===== src/rtl/pipe_hazard_ctrl_if.sv =====
// Hazard-controller bundle: pipeline hazard inputs and stage write/flush controls.
// The pipeline side uses the master modport; the controller uses the slave modport.
interface pipe_hazard_ctrl_if #(
  parameter int unsigned CNT_W = 16
);
  logic             memRead_EX;
  logic [4:0]       targetReg_EX;
  logic [4:0]       srcA_ID;
  logic [4:0]       srcB_ID;
  logic             useA_ID;
  logic             useB_ID;
  logic             branchTaken_EX;
  logic             memReq_MEM;
  logic             memReady;

  logic             pcWrite;
  logic             ifidWrite;
  logic             ifidFlush;
  logic             idexWrite;
  logic             idexFlush;
  logic             exmemWrite;
  logic             memwbBubble;
  logic             memFault;
  logic [CNT_W-1:0] stallCount;
  logic [CNT_W-1:0] flushCount;

  modport master (
    output memRead_EX, targetReg_EX, srcA_ID, srcB_ID, useA_ID, useB_ID,
           branchTaken_EX, memReq_MEM, memReady,
    input  pcWrite, ifidWrite, ifidFlush, idexWrite, idexFlush, exmemWrite,
           memwbBubble, memFault, stallCount, flushCount
  );

  modport slave (
    input  memRead_EX, targetReg_EX, srcA_ID, srcB_ID, useA_ID, useB_ID,
           branchTaken_EX, memReq_MEM, memReady,
    output pcWrite, ifidWrite, ifidFlush, idexWrite, idexFlush, exmemWrite,
           memwbBubble, memFault, stallCount, flushCount
  );
endinterface


===== src/rtl/pipe_hazard_ctrl.sv =====
// Stall/flush sequencer for the 5-stage pipeline: load-use, taken branch,
// data-memory wait with timeout fault, and saturating stall/flush counters.
module pipe_hazard_ctrl #(
  parameter int unsigned MEM_TIMEOUT = 16,
  parameter int unsigned CNT_W       = 16
) (
  input  logic              clk,
  input  logic              reset,
  pipe_hazard_ctrl_if.slave hz
);

  typedef enum logic [1:0] {
    ST_RUN   = 2'd0,
    ST_WAIT  = 2'd1,
    ST_FAULT = 2'd2
  } state_e;

  localparam logic [7:0]       TIMEOUT = MEM_TIMEOUT[7:0];
  localparam logic [CNT_W-1:0] CNT_ONE = {{(CNT_W-1){1'b0}}, 1'b1};

  state_e           state_q, state_d;
  logic [7:0]       wait_cnt_q, wait_cnt_d;
  logic [CNT_W-1:0] stall_cnt_q, stall_cnt_d;
  logic [CNT_W-1:0] flush_cnt_q, flush_cnt_d;

  logic             load_use;
  logic             mem_wait;
  logic [7:0]       wait_cnt_inc;

  logic pc_write, ifid_write, ifid_flush, idex_write, idex_flush;
  logic exmem_write, memwb_bubble;

  function automatic logic [CNT_W-1:0] sat_inc(input logic [CNT_W-1:0] v);
    return (v == '1) ? v : v + CNT_ONE;
  endfunction

  // X31 reads as zero, so it never carries a load result forward.
  assign load_use = hz.memRead_EX && (hz.targetReg_EX != 5'd31) &&
                    ((hz.useA_ID && (hz.srcA_ID == hz.targetReg_EX)) ||
                     (hz.useB_ID && (hz.srcB_ID == hz.targetReg_EX)));

  assign mem_wait = hz.memReq_MEM && !hz.memReady;

  // Wait count including the current cycle; RUN always starts a fresh wait.
  assign wait_cnt_inc = (state_q == ST_RUN) ? 8'd1 : wait_cnt_q + 8'd1;

  always_ff @(posedge clk or posedge reset) begin
    if (reset) begin
      state_q     <= ST_RUN;
      wait_cnt_q  <= '0;
      stall_cnt_q <= '0;
      flush_cnt_q <= '0;
    end else begin
      state_q     <= state_d;
      wait_cnt_q  <= wait_cnt_d;
      stall_cnt_q <= stall_cnt_d;
      flush_cnt_q <= flush_cnt_d;
    end
  end

  always_comb begin
    state_d     = state_q;
    wait_cnt_d  = wait_cnt_q;
    stall_cnt_d = stall_cnt_q;
    flush_cnt_d = flush_cnt_q;
    case (state_q)
      ST_RUN, ST_WAIT: begin
        if (mem_wait) begin
          wait_cnt_d  = wait_cnt_inc;
          state_d     = (wait_cnt_inc == TIMEOUT) ? ST_FAULT : ST_WAIT;
          stall_cnt_d = sat_inc(stall_cnt_q);
        end else begin
          // Release or abort both return to RUN; this cycle is handled normally.
          state_d    = ST_RUN;
          wait_cnt_d = '0;
          if (hz.branchTaken_EX) begin
            flush_cnt_d = sat_inc(flush_cnt_q);
          end else if (load_use) begin
            stall_cnt_d = sat_inc(stall_cnt_q);
          end
        end
      end
      default: begin
      end
    endcase
  end

  always_comb begin
    pc_write     = 1'b0;
    ifid_write   = 1'b0;
    ifid_flush   = 1'b0;
    idex_write   = 1'b0;
    idex_flush   = 1'b0;
    exmem_write  = 1'b0;
    memwb_bubble = 1'b1;
    if (!reset && (state_q != ST_FAULT) && !mem_wait) begin
      memwb_bubble = 1'b0;
      idex_write   = 1'b1;
      exmem_write  = 1'b1;
      if (hz.branchTaken_EX) begin
        pc_write   = 1'b1;
        ifid_write = 1'b1;
        ifid_flush = 1'b1;
        idex_flush = 1'b1;
      end else if (load_use) begin
        idex_flush = 1'b1;
      end else begin
        pc_write   = 1'b1;
        ifid_write = 1'b1;
      end
    end
  end

  assign hz.pcWrite     = pc_write;
  assign hz.ifidWrite   = ifid_write;
  assign hz.ifidFlush   = ifid_flush;
  assign hz.idexWrite   = idex_write;
  assign hz.idexFlush   = idex_flush;
  assign hz.exmemWrite  = exmem_write;
  assign hz.memwbBubble = memwb_bubble;
  assign hz.memFault    = (state_q == ST_FAULT);
  assign hz.stallCount  = stall_cnt_q;
  assign hz.flushCount  = flush_cnt_q;

endmodule


===== src/flat_wrapper.sv =====
// flat-port wrapper written by rule: the top's interface ports become plain ports
module pipe_hazard_ctrl_flat 
#(
  parameter int unsigned MEM_TIMEOUT = 16,
  parameter int unsigned CNT_W       = 16
)
  (clk, reset, hz_memRead_EX, hz_targetReg_EX, hz_srcA_ID, hz_srcB_ID, hz_useA_ID, hz_useB_ID, hz_branchTaken_EX, hz_memReq_MEM, hz_memReady, hz_pcWrite, hz_ifidWrite, hz_ifidFlush, hz_idexWrite, hz_idexFlush, hz_exmemWrite, hz_memwbBubble, hz_memFault, hz_stallCount, hz_flushCount);
  pipe_hazard_ctrl_if #(.CNT_W(CNT_W)) hz_i ();
  input  logic clk;
  input  logic reset;
  input wire logic [$bits(hz_i.memRead_EX)-1:0] hz_memRead_EX;
  input wire logic [$bits(hz_i.targetReg_EX)-1:0] hz_targetReg_EX;
  input wire logic [$bits(hz_i.srcA_ID)-1:0] hz_srcA_ID;
  input wire logic [$bits(hz_i.srcB_ID)-1:0] hz_srcB_ID;
  input wire logic [$bits(hz_i.useA_ID)-1:0] hz_useA_ID;
  input wire logic [$bits(hz_i.useB_ID)-1:0] hz_useB_ID;
  input wire logic [$bits(hz_i.branchTaken_EX)-1:0] hz_branchTaken_EX;
  input wire logic [$bits(hz_i.memReq_MEM)-1:0] hz_memReq_MEM;
  input wire logic [$bits(hz_i.memReady)-1:0] hz_memReady;
  output wire logic [$bits(hz_i.pcWrite)-1:0] hz_pcWrite;
  output wire logic [$bits(hz_i.ifidWrite)-1:0] hz_ifidWrite;
  output wire logic [$bits(hz_i.ifidFlush)-1:0] hz_ifidFlush;
  output wire logic [$bits(hz_i.idexWrite)-1:0] hz_idexWrite;
  output wire logic [$bits(hz_i.idexFlush)-1:0] hz_idexFlush;
  output wire logic [$bits(hz_i.exmemWrite)-1:0] hz_exmemWrite;
  output wire logic [$bits(hz_i.memwbBubble)-1:0] hz_memwbBubble;
  output wire logic [$bits(hz_i.memFault)-1:0] hz_memFault;
  output wire logic [$bits(hz_i.stallCount)-1:0] hz_stallCount;
  output wire logic [$bits(hz_i.flushCount)-1:0] hz_flushCount;
  assign hz_i.memRead_EX = hz_memRead_EX;
  assign hz_i.targetReg_EX = hz_targetReg_EX;
  assign hz_i.srcA_ID = hz_srcA_ID;
  assign hz_i.srcB_ID = hz_srcB_ID;
  assign hz_i.useA_ID = hz_useA_ID;
  assign hz_i.useB_ID = hz_useB_ID;
  assign hz_i.branchTaken_EX = hz_branchTaken_EX;
  assign hz_i.memReq_MEM = hz_memReq_MEM;
  assign hz_i.memReady = hz_memReady;
  assign hz_pcWrite = hz_i.pcWrite;
  assign hz_ifidWrite = hz_i.ifidWrite;
  assign hz_ifidFlush = hz_i.ifidFlush;
  assign hz_idexWrite = hz_i.idexWrite;
  assign hz_idexFlush = hz_i.idexFlush;
  assign hz_exmemWrite = hz_i.exmemWrite;
  assign hz_memwbBubble = hz_i.memwbBubble;
  assign hz_memFault = hz_i.memFault;
  assign hz_stallCount = hz_i.stallCount;
  assign hz_flushCount = hz_i.flushCount;
  pipe_hazard_ctrl #(.MEM_TIMEOUT(MEM_TIMEOUT), .CNT_W(CNT_W)) u_core (.clk(clk), .reset(reset), .hz(hz_i));
endmodule

===== config.mk =====
export PLATFORM = sky130hd
export DESIGN_NAME = pipe_hazard_ctrl_flat
export DESIGN_NICKNAME = d
export VERILOG_FILES = /design/src/rtl/pipe_hazard_ctrl_if.sv /design/src/rtl/pipe_hazard_ctrl.sv /design/src/flat_wrapper.sv
export SDC_FILE = /design/constraint.sdc
export NUM_CORES = 1
export LEC_CHECK = 0
export BUFFER_PORTS_ARGS = -buffer_cell sky130_fd_sc_hd__buf_2
export CAP_MARGIN = 20
export CORE_ASPECT_RATIO = 1.5
export CORE_MARGIN = 2
export CORE_UTILIZATION = 52
export CTS_CLUSTER_DIAMETER = 100
export DETAILED_ROUTE_END_ITERATION = 6
export HOLD_SLACK_MARGIN = 0.05
export PLACE_DENSITY_LB_ADDON = 0.08
export SLEW_MARGIN = 5
export SYNTH_ARGS = -nofsm -noshare
export SYNTH_HDL_FRONTEND = slang
export SYNTH_SLANG_ARGS = --single-unit

===== constraint.sdc =====
create_clock -name clk -period 2.3 [get_ports clk]
set_input_delay 0.46 -clock clk [delete_from_list [all_inputs] [get_ports clk]]
set_output_delay 0.46 -clock clk [all_outputs]
set_load 0.01 [all_outputs]

==> flow_summary.yaml, run 1 <==
global_routing:
  grt_use_total_pct: 20.2
  overflow: 0
  grt_max_degree: 43
  antenna_found_initial: 0
  grt_pass1_vias: 1802
  grt_pass1_wl_um: 7870
cts:
  clock_path_buffers: 2
  cts_buffers: 5
  cts_tree: "yes"
  cts_setup_buffers: 0
  htreeDepth: 2
  cts_root_buf: "clkbuf_8"
  clk_latency_ns: 0.29
  cts.reportedPaths.clkPinSlew_ns: 0.08
  cts_resized: 0
  hold_buffers: 0
  cts_sinks: 42
worst_setup_path:
  reg2reg_depth: 7
  path_buf_inv: 2
  slowest_stage: "dfrtp_1"
  crit_arrival_ns: 1.61
  critPathCaptureType: "output port"
  path_max_fanout: 9
  cp.depth: 5
  cp-start-kind: "flop"
  crit_type: "reg -> out"
  cp_top_family: "flip-flops"
  required_ns: 1.84
  critPathMaxStageDelay_ns: 0.47
  path_cells: "nor2b_1, nor3_1, inv_1, a31oi_1, buf_2"
placement:
  io_buffer_count: 62
  gp_congestion: 0.789
  dp_hpwl_um: 3470
  place_inst: 336
yosys:
  async_reset_ff_share_pct: 100
  syn_area_per_cell_um2: 10.0
  synth.distinct_cells: 47
  syn-num-nets: 254
  yosys_register_bits: 42
  ys.flop_type: "dfrtp_1"
  synth_edf_count: 0
  syn_area_um2: 2280
  netlist_instances: 228
  yosysSeqAreaShare_pct: 46.0
  ys_warn_count: 0
route:
  viasPerCell: 5.44
  drt-total-wl_um: 4490
  wl_per_cell_um: 13.1
  firstDrtPassIters: 6
  drc_errors: 0
  ant_nets: 0
  first_iter_violations: 37
  vias: 1865
sta:
  setup_viol_count_final: 0
  max_freq_mhz: 484
  slew_viol_final: 0
  period_needed_ns: 2.07
  tns_ns: 0
  hold_violations: 0
  tightest_slew_ns: 0.519
  rsz0062_at_grt: "no"
  whs_ns: 0.300
  slew_headroom_pct: 65.4
  finalClockSkew_ns: 0.00790
  finalCritPeriodShare_pct: 89.9
pwr:
  peakVddDrop_mv: 0.541
  p_per_area_nw_per_um2: 668
  p_leak_nw: 1.34
  report.power.total_mw: 1.83
finish:
  multiInputGateArea_um2: 1170
  diodes: 0
  nets: 323
  layout.cells.non_filler: 343
  n_fill_cell: 382
  layout_common_cells: "62 x buf_2, 42 x dfrtp_1, 33 x xnor2_1, 22 x nand2_1, 20 x nand3_1"
  seq_area_um2: 1050
  drive_gt1_share_pct: 31.0
  final_common_cell: "buf_2"
  area_growth_pct: 19.8
  fin_util_pct: 65.0
floorplanning:
  die-area_um2: 4950
  start_util_pct: 54.3
  die_w_um: 58.1
  fp.dieH_um: 85.2
  io_pins: 63
  core_um2: 4210
  fp-row-count: 29
job:
  drv_cap: 0
min_path:
  hold_class: "in -> async"
outcome:
  status: "finished, final reports clean"
==> synth_stat cells, types with 2 or more instances <==
master	count	share of area (%)
ha_1	3	1.6
nand4_1	9	2.5
nand2_1	22	3.6
and3_1	7	1.9
buf_4	2	0.66
nand3_1	20	4.4
o21ai_0	10	2.2
a31o_2	2	0.77
mux2_2	2	0.99
clkbuf_1	2	0.33
dfrtp_1	42	46
xnor2_1	33	13
a31oi_1	3	0.82
inv_1	6	0.99
xor2_1	8	3.1
nor2b_1	2	0.55
a21oi_1	4	0.88
nor2_1	14	2.3
and4_1	2	0.77
and3_2	2	0.66
nor3_1	7	1.5
==> tightest hold or removal path, delay by kind of cell <==
family	cells	cell delay (ns)
buffers and inverters	3	0.58
==> flip-flops by register name, summed over array words and instances (netlist names) <==
| signal | flops |
|---|---|
| u_core.hz.flushCount | 16 |
| u_core.hz.stallCount | 16 |
| u_core.wait_cnt_q | 8 |
| u_core.state_q | 2 |
==> cell families (layout without fill, tap and decap cells) <==
| logic type | after synthesis | after routing | share of synthesized area, % |
|---|---|---|---|
| buf+inv | 12 | 81 | 2.68 |
| fa+ha+maj | 3 | 3 | 1.64 |
| flops | 42 | 42 | 46.0 |
| xor+xnor | 41 | 41 | 15.7 |
| compound gates | 30 | 30 | 9.21 |
| mux | 3 | 3 | 1.42 |
| simple gates | 97 | 97 | 23.3 |
==> worst paths after layout <==
path | from | slack (ns) | end
worst max-delay path | u_core.state_q[1]$_DFFE_PP0N_ | 0.23 | hz_ifidWrite
worst max register to register | u_core.hz.flushCount[0]$_DFFE_PP0P_ | 0.32 | u_core.hz.flushCount[10]$_DFFE_PP0P_
worst min-delay path | reset | 0.30 | u_core.wait_cnt_q[1]$_DFFE_PP0N_
min in group clk | u_core.hz.flushCount[10]$_DFFE_PP0P_ | 0.49 | u_core.hz.flushCount[10]$_DFFE_PP0P_
max in group asynchronous | reset | 1.64 | u_core.hz.stallCount[12]$_DFFE_PP0P_
worst min register to register | u_core.hz.flushCount[10]$_DFFE_PP0P_ | 0.49 | u_core.hz.flushCount[10]$_DFFE_PP0P_
==> layer usage <==
metal | vias to the layer above | wire (um) | global-route usage [%]
met5 | - | 0 | 0
li1 | 935 | - | -
met4 | 0 | 36 | 6.13
met3 | 4 | 287 | 5.18
met2 | 53 | 2180 | 33.9
met1 | 873 | 1990 | 25.4
==> stage by stage <==
step / cell area, um2 / setup slack, ns
finish: 2740 / 0.233
global route: 2740 / 0.0385
CTS: 2740 / 0.192
detailed placement: 2660 / 0.203
global placement: 2660 / 0.232
floorplan: 2280 / 0.0333
==> area by class of cell <==
type	instances	area share, %
clock buffer	5	2.51
clock inverter	2	0.366
inverter	6	0.823
multi-input combinational	174	42.8
sequential	42	38.4
tap	46	2.10
timing repair buffer	68	13.0
==> power breakdown <==
part | internal (mW) | total, mW | switching (mW)
logic | 0.218 | 0.428 | 0.210
clock network | 0.204 | 0.434 | 0.230
registers | 0.837 | 0.966 | 0.128
(Power assumes the default switching activity.)
==> run 2: changes to the inputs <==
--- a/config.mk
+++ b/config.mk
@@ -8,12 +8,12 @@
 export BUFFER_PORTS_ARGS = -buffer_cell sky130_fd_sc_hd__buf_2
 export CAP_MARGIN = 20
 export CORE_ASPECT_RATIO = 1.5
-export CORE_MARGIN = 2
+export CORE_MARGIN = 10
 export CORE_UTILIZATION = 52
 export CTS_CLUSTER_DIAMETER = 100
 export DETAILED_ROUTE_END_ITERATION = 6
 export HOLD_SLACK_MARGIN = 0.05
-export PLACE_DENSITY_LB_ADDON = 0.08
+export PLACE_DENSITY = 0.85
 export SLEW_MARGIN = 5
 export SYNTH_ARGS = -nofsm -noshare
 export SYNTH_HDL_FRONTEND = slang
==> run 2 against run 1 <==
Flip-flop and latch count unchanged. Worst setup slack got worse by 0.025 ns. Cell area increased by 0.59%. Worst hold slack improved by 0.19 ns. Sequential power increased by 0.8%. Non-clock buffer count decreased by 1. Critical path depth increased by 2. Fmax decreased by 1.2%. Sequential share of layout area decreased by 0.23 points. Clock power increased by 15%. Register-to-register slack got worse by 0.06 ns. Critical endpoint is now hz_idexFlush.
==> flow_summary.yaml, run 2 (same netlist as run 1, synthesis figures left out) <==
worst_setup_path:
  reg2reg_from: "u_core.hz.stallCount[0]$_DFFE_PP0P_"
  startpoint: "hz_targetReg_EX[0]"
  cp-start-kind: "input port"
  crit_arrival_ns: 1.63
  required_ns: 1.84
  critPathCaptureType: "output port"
  crit_type: "in -> out"
  path_max_fanout: 4
sta:
  period_needed_ns: 2.09
  setup_viol_count_final: 0
  hold_violations: 0
  rsz0062_at_grt: "no"
  max_freq_mhz: 478
  whs_ns: 0.490
  finalClockSkew_ns: 0.00616
  finalCritPeriodShare_pct: 91.0
  tightest_slew_ns: 0.482
  setup_ws_ns: 0.207
  tns_ns: 0
  slew_headroom_pct: 67.8
  slew_viol_final: 0
outcome:
  status: "finished, final reports clean"
job:
  drv_cap: 0
global_routing:
  grt_pass1_vias: 1964
  grt_pass1_wl_um: 8710
  antenna_found_initial: 0
  grt_max_degree: 39
  overflow: 0
  grt_use_total_pct: 14.5
route:
  ant_nets: 0
  first_iter_violations: 55
  wl_per_cell_um: 16.0
  drc_errors: 0
  viasPerCell: 5.73
  vias: 1967
  drt-total-wl_um: 5500
  firstDrtPassIters: 4
floorplanning:
  die-area_um2: 7500
  io_pins: 63
  start_util_pct: 53.8
  fp.dieH_um: 101
  core_um2: 4250
  die_w_um: 74.1
  fp-row-count: 29
placement:
  io_buffer_count: 62
  dp_slack_ns: 0.0906
  gp_congestion: 0.842
  place_area_um2: 2640
  dp_hpwl_um: 4290
pwr:
  peakVddDrop_mv: 0.693
  p_leak_nw: 1.33
  p_per_area_nw_per_um2: 701
finish:
  multiInputGateArea_um2: 1180
  design_area_um2: 2750
  seq_area_um2: 1050
  diodes: 0
  n_fill_cell: 343
  final_common_cell: "buf_2"
  area_growth_pct: 20.5
  nets: 322
  drive_gt1_share_pct: 31.0
  layout_common_cells: "62 x buf_2, 42 x dfrtp_1, 33 x xnor2_1, 22 x nand2_1, 20 x nand3_1"
cts:
  cts_root_buf: "clkbuf_8"
  cts_sinks: 42
  clock_path_buffers: 2
  clk_latency_ns: 0.30
  htreeDepth: 2
  cts_tree: "yes"
  cts_buffers: 5
  cts_setup_buffers: 0
  cts.reportedPaths.clkPinSlew_ns: 0.08
min_path:
  hold_class: "reg -> reg"
  holdCritStartpoint: "u_core.hz.stallCount[14]$_DFFE_PP0P_"
run 2: what timing repair did:
action,CTS,global route
endpoints found under the setup margin,0,2
hold endpoints to repair,4,0
gates resized for setup,0,1
hold buffers,1,0
run 2: critical path, stage by stage:
cell and delay (ns):
buf_2 0.13, xnor2_1 0.18, nand4_1 0.13, o22ai_1 0.38, a21oi_1 0.12, nor2_1 0.10
buf_2 0.14
run 2: final timing paths:
path / to / slack [ns] / cells past startpoint
max: hz_idexFlush / 0.21 / 7
min: u_core.hz.stallCount[14]$_DFFE_PP0P_ / 0.49 / 1
max reg2reg: u_core.hz.stallCount[5]$_DFFE_PP0P_ / 0.26 / 8
min reg2reg: u_core.hz.stallCount[14]$_DFFE_PP0P_ / 0.49 / 1
max in group asynchronous: u_core.hz.stallCount[6]$_DFFE_PP0P_ / 0.97 / 4
min in group asynchronous: u_core.wait_cnt_q[2]$_DFFE_PP0N_ / 0.62 / 3
run 2: power breakdown:
part / switching, mW / internal, mW
Sequential: 0.137 / 0.837
Combinational: 0.235 / 0.221
Clock: 0.257 / 0.241
run 2: layout make-up:
| class | count | area share (%) |
|---|---|---|
| inverters | 6 | 0.818 |
| flip-flops and latches | 42 | 38.2 |
| clock buffers | 6 | 3.00 |
| well taps | 46 | 2.09 |
| repair buffers | 67 | 12.7 |
| multi-input cells | 174 | 42.7 |
| clock inverters | 2 | 0.455 |
run 2: stage by stage:
stage / instances / util (%) / power, mW
after detailed placement: 334 / 62.2 / 1.45
after global placement: 334 / 62.2 / 1.42
final: 343 / 64.8 / 1.93
after floorplan: 228 / - / 1.22
after global routing: 343 / 64.8 / 2.03
after CTS: 343 / 64.7 / 1.95
run 2: routing by layer:
metal	track usage [%]	up-vias	wire length [um]
met2	25.3	83	2730
met1	15.6	937	2150
met5	0	-	0
li1	-	937	-
met3	4.60	10	540
met4	6.04	0	85
